## src/rtl/lsu_mem_ctrl.sv

```systemverilog
`default_nettype none
// ============================================================================
// Module   : lsu_mem_ctrl
// Purpose  : MEM-stage load/store controller. Splits each request into aligned
//            word accesses, does read-modify-write for sub-word stores, and
//            optionally traps misaligned accesses (macro MISALIGN_TRAP_EN).
// Revision : 1.0 - initial release
// ============================================================================
module lsu_mem_ctrl #(
    parameter int ADDR_W            = 32,
    parameter bit SKIP_RD_FULL_WORD = 1'b1
) (
    input  logic              clk,
    input  logic              rst_n,
    input  logic              req_valid,
    output logic              req_ready,
    input  logic              req_wr,
    input  logic [2:0]        req_ctrl,
    input  logic [ADDR_W-1:0] req_addr,
    input  logic [31:0]       req_wdata,
    output logic              rsp_valid,
    output logic [31:0]       rsp_rdata,
    output logic              rsp_err,
    output logic [ADDR_W-1:0] dm_address,
    output logic [31:0]       dm_dataWr,
    output logic [2:0]        dm_dmCtrl,
    output logic              dm_dmWr,
    input  logic [31:0]       dm_dataRd
);

    typedef enum logic [2:0] {
        IDLE = 3'd0,
        RD0  = 3'd1,
        RD1  = 3'd2,
        WR0  = 3'd3,
        WR1  = 3'd4,
        DONE = 3'd5
    } state_t;

    localparam logic [2:0] c_DM_WORD = 3'b010;
    localparam logic [2:0] c_DM_IDLE = 3'b000;

    state_t              r_state;
    logic                r_wr;
    logic [2:0]          r_ctrl;
    logic [ADDR_W-1:0]   r_addr;
    logic [31:0]         r_wdata;
    logic [2:0]          r_size;
    logic                r_span;
    logic [31:0]         r_w0;
    logic [31:0]         r_w1;

    logic [2:0]          w_reqSize;
    logic                w_reqSpan;
    logic                w_reqIllegal;
    logic                w_reqTrap;
    logic                w_reqSkipRead;
    logic [ADDR_W-1:0]   w_reqWord0;
    logic [ADDR_W-1:0]   w_word0;
    logic [ADDR_W-1:0]   w_word1;
    logic [31:0]         w_mergeRd0;
    logic [31:0]         w_mergeW0;
    logic [31:0]         w_mergeW1;
    logic [31:0]         w_loadRd0;
    logic [31:0]         w_loadRd1;

    // Store bytes placed at lane 'off' upward in the {w1,w0} pair; hi picks w1.
    function automatic logic [31:0] mergeWord(input logic [63:0] oldPair, input logic [31:0] data,
                                              input logic [1:0] off, input logic [2:0] size,
                                              input logic hi);
        logic [63:0] sizeMask;
        logic [63:0] bitMask;
        logic [63:0] merged;
        case (size)
            3'd1:    sizeMask = 64'h0000_0000_0000_00FF;
            3'd2:    sizeMask = 64'h0000_0000_0000_FFFF;
            default: sizeMask = 64'h0000_0000_FFFF_FFFF;
        endcase
        bitMask = sizeMask << {off, 3'b000};
        merged  = (oldPair & ~bitMask) | (({32'h0, data} << {off, 3'b000}) & bitMask);
        return hi ? merged[63:32] : merged[31:0];
    endfunction

    function automatic logic [31:0] extractLoad(input logic [63:0] pair, input logic [1:0] off,
                                                input logic [2:0] ctrl);
        logic [31:0] sh;
        sh = 32'(pair >> {off, 3'b000});
        case (ctrl)
            3'b000:  return {{24{sh[7]}}, sh[7:0]};
            3'b001:  return {{16{sh[15]}}, sh[15:0]};
            3'b100:  return {24'h0, sh[7:0]};
            3'b101:  return {16'h0, sh[15:0]};
            default: return sh;
        endcase
    endfunction

    always_comb begin
        case (req_ctrl[1:0])
            2'b00:   w_reqSize = 3'd1;
            2'b01:   w_reqSize = 3'd2;
            default: w_reqSize = 3'd4;
        endcase
    end

    assign w_reqSpan     = ({1'b0, req_addr[1:0]} + w_reqSize) > 3'd4;
    assign w_reqIllegal  = (req_ctrl == 3'b011) || (req_ctrl[2:1] == 2'b11) || (req_wr && req_ctrl[2]);
    assign w_reqSkipRead = SKIP_RD_FULL_WORD && req_wr && (req_ctrl == 3'b010) && (req_addr[1:0] == 2'b00);
    assign w_reqWord0    = {req_addr[ADDR_W-1:2], 2'b00};

`ifdef MISALIGN_TRAP_EN
    assign w_reqTrap = ((req_ctrl[1:0] == 2'b01) && req_addr[0]) ||
                       ((req_ctrl[1:0] == 2'b10) && (req_addr[1:0] != 2'b00));
`else
    assign w_reqTrap = 1'b0;
`endif

    assign w_word0    = {r_addr[ADDR_W-1:2], 2'b00};
    assign w_word1    = w_word0 + ADDR_W'(4);
    assign w_mergeRd0 = mergeWord({32'h0, dm_dataRd}, r_wdata, r_addr[1:0], r_size, 1'b0);
    assign w_mergeW0  = mergeWord({32'h0, r_w0}, r_wdata, r_addr[1:0], r_size, 1'b0);
    assign w_mergeW1  = mergeWord({r_w1, 32'h0}, r_wdata, r_addr[1:0], r_size, 1'b1);
    assign w_loadRd0  = extractLoad({32'h0, dm_dataRd}, r_addr[1:0], r_ctrl);
    assign w_loadRd1  = extractLoad({dm_dataRd, r_w0}, r_addr[1:0], r_ctrl);

    // dm_* and rsp_* are loaded on the edge entering the state they belong to.
    always_ff @(posedge clk or negedge rst_n) begin
        if (!rst_n) begin
            r_state    <= IDLE;
            r_wr       <= 1'b0;
            r_ctrl     <= 3'b000;
            r_addr     <= '0;
            r_wdata    <= 32'h0;
            r_size     <= 3'd0;
            r_span     <= 1'b0;
            r_w0       <= 32'h0;
            r_w1       <= 32'h0;
            req_ready  <= 1'b1;
            rsp_valid  <= 1'b0;
            rsp_err    <= 1'b0;
            rsp_rdata  <= 32'h0;
            dm_address <= '0;
            dm_dataWr  <= 32'h0;
            dm_dmCtrl  <= c_DM_IDLE;
            dm_dmWr    <= 1'b0;
        end else begin
            rsp_valid  <= 1'b0;
            dm_dmWr    <= 1'b0;
            dm_dmCtrl  <= c_DM_IDLE;
            dm_address <= '0;
            dm_dataWr  <= 32'h0;
            case (r_state)
                IDLE: begin
                    if (req_valid) begin
                        r_wr      <= req_wr;
                        r_ctrl    <= req_ctrl;
                        r_addr    <= req_addr;
                        r_wdata   <= req_wdata;
                        r_size    <= w_reqSize;
                        r_span    <= w_reqSpan;
                        r_w0      <= 32'h0;
                        r_w1      <= 32'h0;
                        req_ready <= 1'b0;
                        if (w_reqIllegal || w_reqTrap) begin
                            r_state   <= DONE;
                            rsp_valid <= 1'b1;
                            rsp_err   <= 1'b1;
                            rsp_rdata <= 32'h0;
                        end else if (w_reqSkipRead) begin
                            r_state    <= WR0;
                            dm_dmCtrl  <= c_DM_WORD;
                            dm_address <= w_reqWord0;
                            dm_dmWr    <= 1'b1;
                            dm_dataWr  <= req_wdata;
                        end else begin
                            r_state    <= RD0;
                            dm_dmCtrl  <= c_DM_WORD;
                            dm_address <= w_reqWord0;
                        end
                    end
                end
                RD0: begin
                    r_w0 <= dm_dataRd;
                    if (r_span) begin
                        r_state    <= RD1;
                        dm_dmCtrl  <= c_DM_WORD;
                        dm_address <= w_word1;
                    end else if (r_wr) begin
                        r_state    <= WR0;
                        dm_dmCtrl  <= c_DM_WORD;
                        dm_address <= w_word0;
                        dm_dmWr    <= 1'b1;
                        dm_dataWr  <= w_mergeRd0;
                    end else begin
                        r_state   <= DONE;
                        rsp_valid <= 1'b1;
                        rsp_err   <= 1'b0;
                        rsp_rdata <= w_loadRd0;
                    end
                end
                RD1: begin
                    r_w1 <= dm_dataRd;
                    if (r_wr) begin
                        r_state    <= WR0;
                        dm_dmCtrl  <= c_DM_WORD;
                        dm_address <= w_word0;
                        dm_dmWr    <= 1'b1;
                        dm_dataWr  <= w_mergeW0;
                    end else begin
                        r_state   <= DONE;
                        rsp_valid <= 1'b1;
                        rsp_err   <= 1'b0;
                        rsp_rdata <= w_loadRd1;
                    end
                end
                WR0: begin
                    if (r_span) begin
                        r_state    <= WR1;
                        dm_dmCtrl  <= c_DM_WORD;
                        dm_address <= w_word1;
                        dm_dmWr    <= 1'b1;
                        dm_dataWr  <= w_mergeW1;
                    end else begin
                        r_state   <= DONE;
                        rsp_valid <= 1'b1;
                        rsp_err   <= 1'b0;
                        rsp_rdata <= 32'h0;
                    end
                end
                WR1: begin
                    r_state   <= DONE;
                    rsp_valid <= 1'b1;
                    rsp_err   <= 1'b0;
                    rsp_rdata <= 32'h0;
                end
                DONE: begin
                    r_state   <= IDLE;
                    req_ready <= 1'b1;
                end
                default: begin
                    r_state   <= IDLE;
                    req_ready <= 1'b1;
                end
            endcase
        end
    end

endmodule
`default_nettype wire
```

## config.mk

```make
export PLATFORM = sky130hd
export DESIGN_NAME = lsu_mem_ctrl
export DESIGN_NICKNAME = d
export VERILOG_FILES = /design/src/rtl/lsu_mem_ctrl.sv
export SDC_FILE = /design/constraint.sdc
export NUM_CORES = 1
export LEC_CHECK = 0
export CORE_ASPECT_RATIO = 1.75
export CORE_MARGIN = 3
export CORE_UTILIZATION = 30
export CTS_CLUSTER_SIZE = 40
export DETAILED_ROUTE_END_ITERATION = 16
export PLACE_DENSITY = 0.49
export SLEW_MARGIN = 20
export SYNTH_ARGS = -nofsm -noshare
export SYNTH_HDL_FRONTEND = slang
export SYNTH_SLANG_ARGS = --single-unit
```

## constraint.sdc

```tcl
create_clock -name clk -period 4 [get_ports clk]
set_input_delay 0.6 -clock clk [delete_from_list [all_inputs] [get_ports clk]]
set_output_delay 0.6 -clock clk [all_outputs]
set_load 0.05 [all_outputs]
```

==> results.md, run 1 <==
* Count leader, synth: nand2_1
* Unique masters post-synth at 74
* P&R area growth vs syn at 26.33%
* Pre-CTS setup slack at 1.077 ns
* Combinational fraction of design power at 52.3%
* Final setup TNS at 0 ns
* DRC at 0
* Hold_ws at 0.1128 ns
* Proportion of layout cells with a drive suffix above 1 at 8.876%
* Initial antenna violation count at 0
* Syn avg cell area at 9.143 um^2
* Hold_buf cts at 0
* Setup Buffers After CTS at 0
* Final setup vio count at 0
* Clk Latency, worst-skew pair at 0.57 ns
* Compound-cell area share of the yosys netlist at 24.12%
* Placer congestion estimate at 0.8808
* Mux cell area share after synthesis at 6.828%
* Int Power at 7756 uW
* Setup crit end kind: flip-flop
* Slew headroom at 30.95%
* Worst Reg-to-Reg Cells at 4
* Critical path class: flip-flop to flip-flop
* Crit path DAT at 3.32 ns
* Die X-Extent at 164.3 um
* Final Skew at 0.02945 ns
* Largest family of logic cells by synthesized area: compound AO/OA/AOI/OAI gates
* Maximum clock rate at 347.4 MHz
* Sequential share of the synthesized area at 45.28%
* Status: complete, no violations
* Worst slew pin tran at 1.035 ns
* DRT Wirelength at 54470 um
* Crit Reg-Reg Startpoint: r_state[2]
* Synth top area cells: dfrtp_1 45%, nand2_1 9.0%, a22o_1 5.3%
* FF+latch count, synth at 238
* Clock root buffer: clkbuf_16
* Total global routing overflow at 0
* Met1 Resource Use GR at 25.83%
* Area fraction of the dominant cell type after synthesis at 45.08%
* Drt first pass iters at 6
* Final Power at 15070 uW
* Met2 usage at 40.96%
* Post-synth ARST share at 100.0%
* Wire length per cell at 25.07 um
* Max_cap viols at 0
* Synth Area in Adders at 0.3424%
* End of the critical path: dm_dataWr[31]
* Initial drt markers at 797
* Synth warn at 0
* Global Route met3 Usage at 3.084%
* Minimum clock period at 2.879 ns
* Post-route ant nets at 0
* Type of origin of the critical path: flip-flop
* CP Data Required Time at 4.44 ns
* Switching Share at 48.54%
* Synthesized area at 0.01316 mm^2
* Max IR drop VDD at 0.3843 mV
* Post-synth EDFFs at 0
* DP Wirelength at 40560 um
* Final hold vios at 0
* Top Ports at 206
* Setup slack, reg-to-reg at 1.12 ns
* Core Region at 0.04292 mm^2
* CP Launch Point: r_state[2]
* CTS max path bufs at 3
* RSZ-0062 raised after global routing: false
* Drt via density at 5.550
* Via count at 12060
* Final nets at 1698
* Clk network pwr share at 16.6%
* Row Count at 100
* Num Clock Sinks at 238
* Post-CTS sizing at 0
* Main synth FF type: dfrtp_1
* Slew Limit Fails at 0
* GRT Overall Usage at 23.10%
* P_sw at 7316 uW
* CTS buffer count at 26
* Port-buffer cells at 201
* Xor/xnor share of the synthesized area at 0.4660%
* Die ar. at 0.04650 mm^2
* P_leak at 0.007076 uW
* Initial core utilization at 30.66%
* Power per Cell Area at 906.8 mW/mm^2
* CTS clk-pin slew, worst paths at 0.07 ns
* Via count of the first global-routing pass at 12480
* Sequential power share at 31.0%
* CTS tree: yes
* Synth top cells by count: 316 x nand2_1, 237 x dfrtp_1, 81 x o21ai_0, 79 x a22o_1, 63 x clkbuf_1
* Min-Delay Path Class: primary input to async pin
* Die height at 283.0 um
* Leading area contributor after synthesis: dfrtp_1
* First-pass GRT wire length at 81570 um
* Crit path max fanout at 20
* Synth Area in Simple Gates at 17.47%
* Largest net degree at the start of global routing at 110
* Setup ws final at 1.121 ns
* GRT busiest layer: met2
* H-tree depth at 1
* Cell count after synthesis at 1439
* Tcrit/Tclk final at 71.96%
* Worst reg2reg endpoint: dm_dataWr[31]
* Final Util at 38.73%
==> cells in the final DEF, fill, tap and decap left out, types with 43 or more instances in the layout <==
master           netlist  routed
a22o_1                79      79
a22oi_1               46      46
clkdlybuf4s50_1        0     200
dfrtp_1              237     235
inv_1                 43      43
mux2i_1               47      46
nand2_1              316     316
nor2_1                54      50
o211ai_1              49      49
o21ai_0               81      81
==> cell families after synthesis <==
logic type	Yosys count
compound gates	432
xor+xnor	7
fa+ha+maj	3
buf+inv	165
flops	238
mux	83
other cells	1
simple gates	510
==> worst max-delay path: stages, from the launching register on <==
cell,delay (ns)
dfrtp_1,0.66
and3b_1,0.77
and2_1,0.88
a22oi_1,0.22
o211ai_1,0.20
==> registers in the layout, indices dropped and copies added (netlist names), 3 cells and up <==
name / cells
dm_address: 30
r_w1: 32
r_addr: 32
rsp_rdata: 32
r_state: 3
r_ctrl: 3
dm_dataWr: 32
r_wdata: 32
r_size: 3
r_w0: 32
==> cell type report <==
cell class | instances | area [um^2]
inverter | 43 | 161.4
tap | 561 | 701.9
clock inverter | 7 | 123.9
clock buffer | 40 | 743.2
multi-input combinational | 1039 | 6549
timing repair buffer | 244 | 2377
sequential | 238 | 5962
fill | 4323 | 26300
antenna | 1 | 2.502
==> worst min path at each step <==
stage | start | to | slack (ns)
after global placement | r_w1[2] | r_w1[2] | 0.48
after detailed placement | r_w1[6] | r_w1[6] | 0.48
after global routing | rst_n | rsp_valid | 0.20
final | rst_n | rsp_valid | 0.11
after CTS | rst_n | rsp_valid | 0.16
after floorplan | rst_n | dm_address[10] | 0.30
==> stage by stage <==
step                      cells  area, um^2
final                      2173       16620
after global routing       2172       16620
after CTS                  2172       16610
after detailed placement   2125       15750
after global placement     2125       15740
after floorplan            1442       13170
==> routing by layer <==
layer  up-vias  wire, um
met1      5896     19840
li1       5523         -
met3       137      2926
met4         0      3913
met5         -         0
met2       505     27790
==> power by group through the flow <==
stage / combinational (uW) / clock, uW / sequential [uW]
after floorplan: 4270 / 0 / 5430
after global placement: 7830 / 0 / 4680
after detailed placement: 7870 / 0 / 4680
after CTS: 7910 / 2580 / 4660
after global routing: 8510 / 2660 / 4790
final: 7890 / 2510 / 4680
No activity file was read; power rests on OpenSTA's default activity.
==> inputs of run 2 (changes only) <==
==> constraint.sdc (replaced) <==
create_clock -name clk -period 2.9 [get_ports clk]
set_input_delay 0.435 -clock clk [delete_from_list [all_inputs] [get_ports clk]]
set_output_delay 0.435 -clock clk [all_outputs]
set_load 0.05 [all_outputs]
==> run 2 against run 1 <==
Against the previous run:
- clock skew about the same
- largest cell class unchanged
- critical path depth shrank 3
- worst setup slack got worse by 0.61 ns
- register-to-register slack lost 0.59 ns
- worst hold slack better by 0.25 ns
- largest power group unchanged
- clock-buffer cell count decreased by 3
- sequential power up 37%
- via count down 0.39%
- combinational power grew 39%
- utilization grew 0.41 points
- first-iteration DRC count grew 0.75%
==> results.md, run 2 (synthesis gave the netlist of run 1 again) <==
* Status: complete, no violations
* Crit Reg-Reg Startpoint: r_state[1]
* Proportion of layout cells with a drive suffix above 1 at 10.05%
* Critical path class: flip-flop to primary output
* Initial antenna violation count at 1
* Post-CTS sizing at 0
* Row Count at 100
* P&R area growth vs syn at 27.66%
* Via count of the first global-routing pass at 12460
* CP Launch Point: req_ready
* Final Skew at 0.02930 ns
* Clock root buffer: clkbuf_16
* Die ar. at 0.04650 mm^2
* Placer congestion estimate at 0.9337
* Die height at 283.0 um
* Total global routing overflow at 0
* First-pass GRT wire length at 81470 um
* Top Ports at 206
* P_leak at 0.007203 uW
* DP Wirelength at 41590 um
* Slowest cell delay on critical path at 0.84 ns
* Maximum clock rate at 418.9 MHz
* Crit path DAT at 1.95 ns
* Final nets at 1721
* CTS max path bufs at 3
* Final setup vio count at 0
* Largest net degree at the start of global routing at 72
* Power per Cell Area at 1238 mW/mm^2
* Port-buffer cells at 201
* Clk Latency, worst-skew pair at 0.57 ns
* Drt via density at 5.476
* Final setup TNS at 0 ns
* Setup crit end kind: primary output
* Core Region at 0.04292 mm^2
* Crit path max fanout at 3
* Max_cap viols at 0
* Final Power at 20780 uW
* Post-route ant nets at 0
* Min-Delay Path Class: primary input to async pin
* H-tree depth at 1
* Slew headroom at 35.77%
* Worst slew pin tran at 0.9624 ns
* Wire length per cell at 24.83 um
* Worst Reg-to-Reg Cells at 5
* Worst reg2reg endpoint: dm_dataWr[12]
* DRC at 0
* CTS buffer count at 25
* Tcrit/Tclk final at 82.32%
* CP Data Required Time at 2.47 ns
* Drt first pass iters at 6
* Initial core utilization at 30.66%
* Type of origin of the critical path: flip-flop
* Slew Limit Fails at 0
* CP Buf/Inv Count at 1
* Num Clock Sinks at 238
* Most frequent cells in the layout: 316 x nand2_1, 235 x dfrtp_1, 200 x clkdlybuf4s50_1, 81 x o21ai_0, 79 x a22o_1
* DRT Wirelength at 54470 um
* RSZ-0062 raised after global routing: false
* Via count at 12010
* Cell family with the largest share of critical-path delay: buffers and inverters
* Final hold vios at 0
* Minimum clock period at 2.387 ns
* Most common cell after layout, fill and taps aside: nand2_1
* Critical-path cell list: clkdlybuf4s50_1
* CTS clk-pin slew, worst paths at 0.07 ns
* Max IR drop VDD at 0.6227 mV
* GRT Overall Usage at 23.18%
* Setup slack, reg-to-reg at 0.53 ns
* Initial drt markers at 803
* Die X-Extent at 164.3 um
* Worst path slowest cell: clkdlybuf4s50_1
* CTS tree: yes
[run 2: where the power goes]
part	total, uW	internal [uW]	switching [uW]
sequential	6400	4750	1660
clock	3340	1910	1420
combinational	11000	4080	6960
total	20800	10700	10000
[run 2: cell type report]
cell class	count	area [um^2]
Antenna cell	1	2.502
Clock buffer	37	730.7
Clock inverter	7	88.84
Fill cell	4381	26120
Inverter	43	161.4
Multi-Input combinational cell	1039	6538
Sequential cell	238	5962
Tap cell	561	701.9
Timing Repair Buffer	268	2610
[run 2: per-stage QoR]
stage	worst slack (ns)	util [%]	cell area (um^2)	hold WS (ns)	cells
floorplan	1.046	-	13170	0.1394	1442
global placement	0.3394	37.20	15960	0.3571	2148
detailed placement	0.3326	37.20	15960	0.3636	2148
CTS	0.4837	39.13	16790	0.3710	2193
global route	0.3744	39.13	16790	0.3985	2194
finish	0.5127	39.13	16790	0.3615	2194
[run 2: layer usage]
metal / track usage [%] / part of all wire [%] / vias up
li1: - / - / 5563
met5: 0 / 0 / -
met4: 13.52 / 6.8 / 0
met2: 41.54 / 52 / 387
met3: 3.011 / 4.5 / 110
met1: 25.73 / 37 / 5954
[run 2: worst max-delay path by stage]
stage	cells after the start	slack [ns]	to
after global routing	6	0.37	dm_address[26]
final	1	0.51	req_ready
after detailed placement	7	0.33	rsp_rdata[27]
after floorplan	7	1.05	dm_dataWr[6]
after global placement	6	0.34	rsp_rdata[9]
after CTS	1	0.48	req_ready
[run 2: repair_timing]
item,CTS,global route
setup buffers,0,0
hold buffers,1,0
endpoints found under the hold margin,36,0
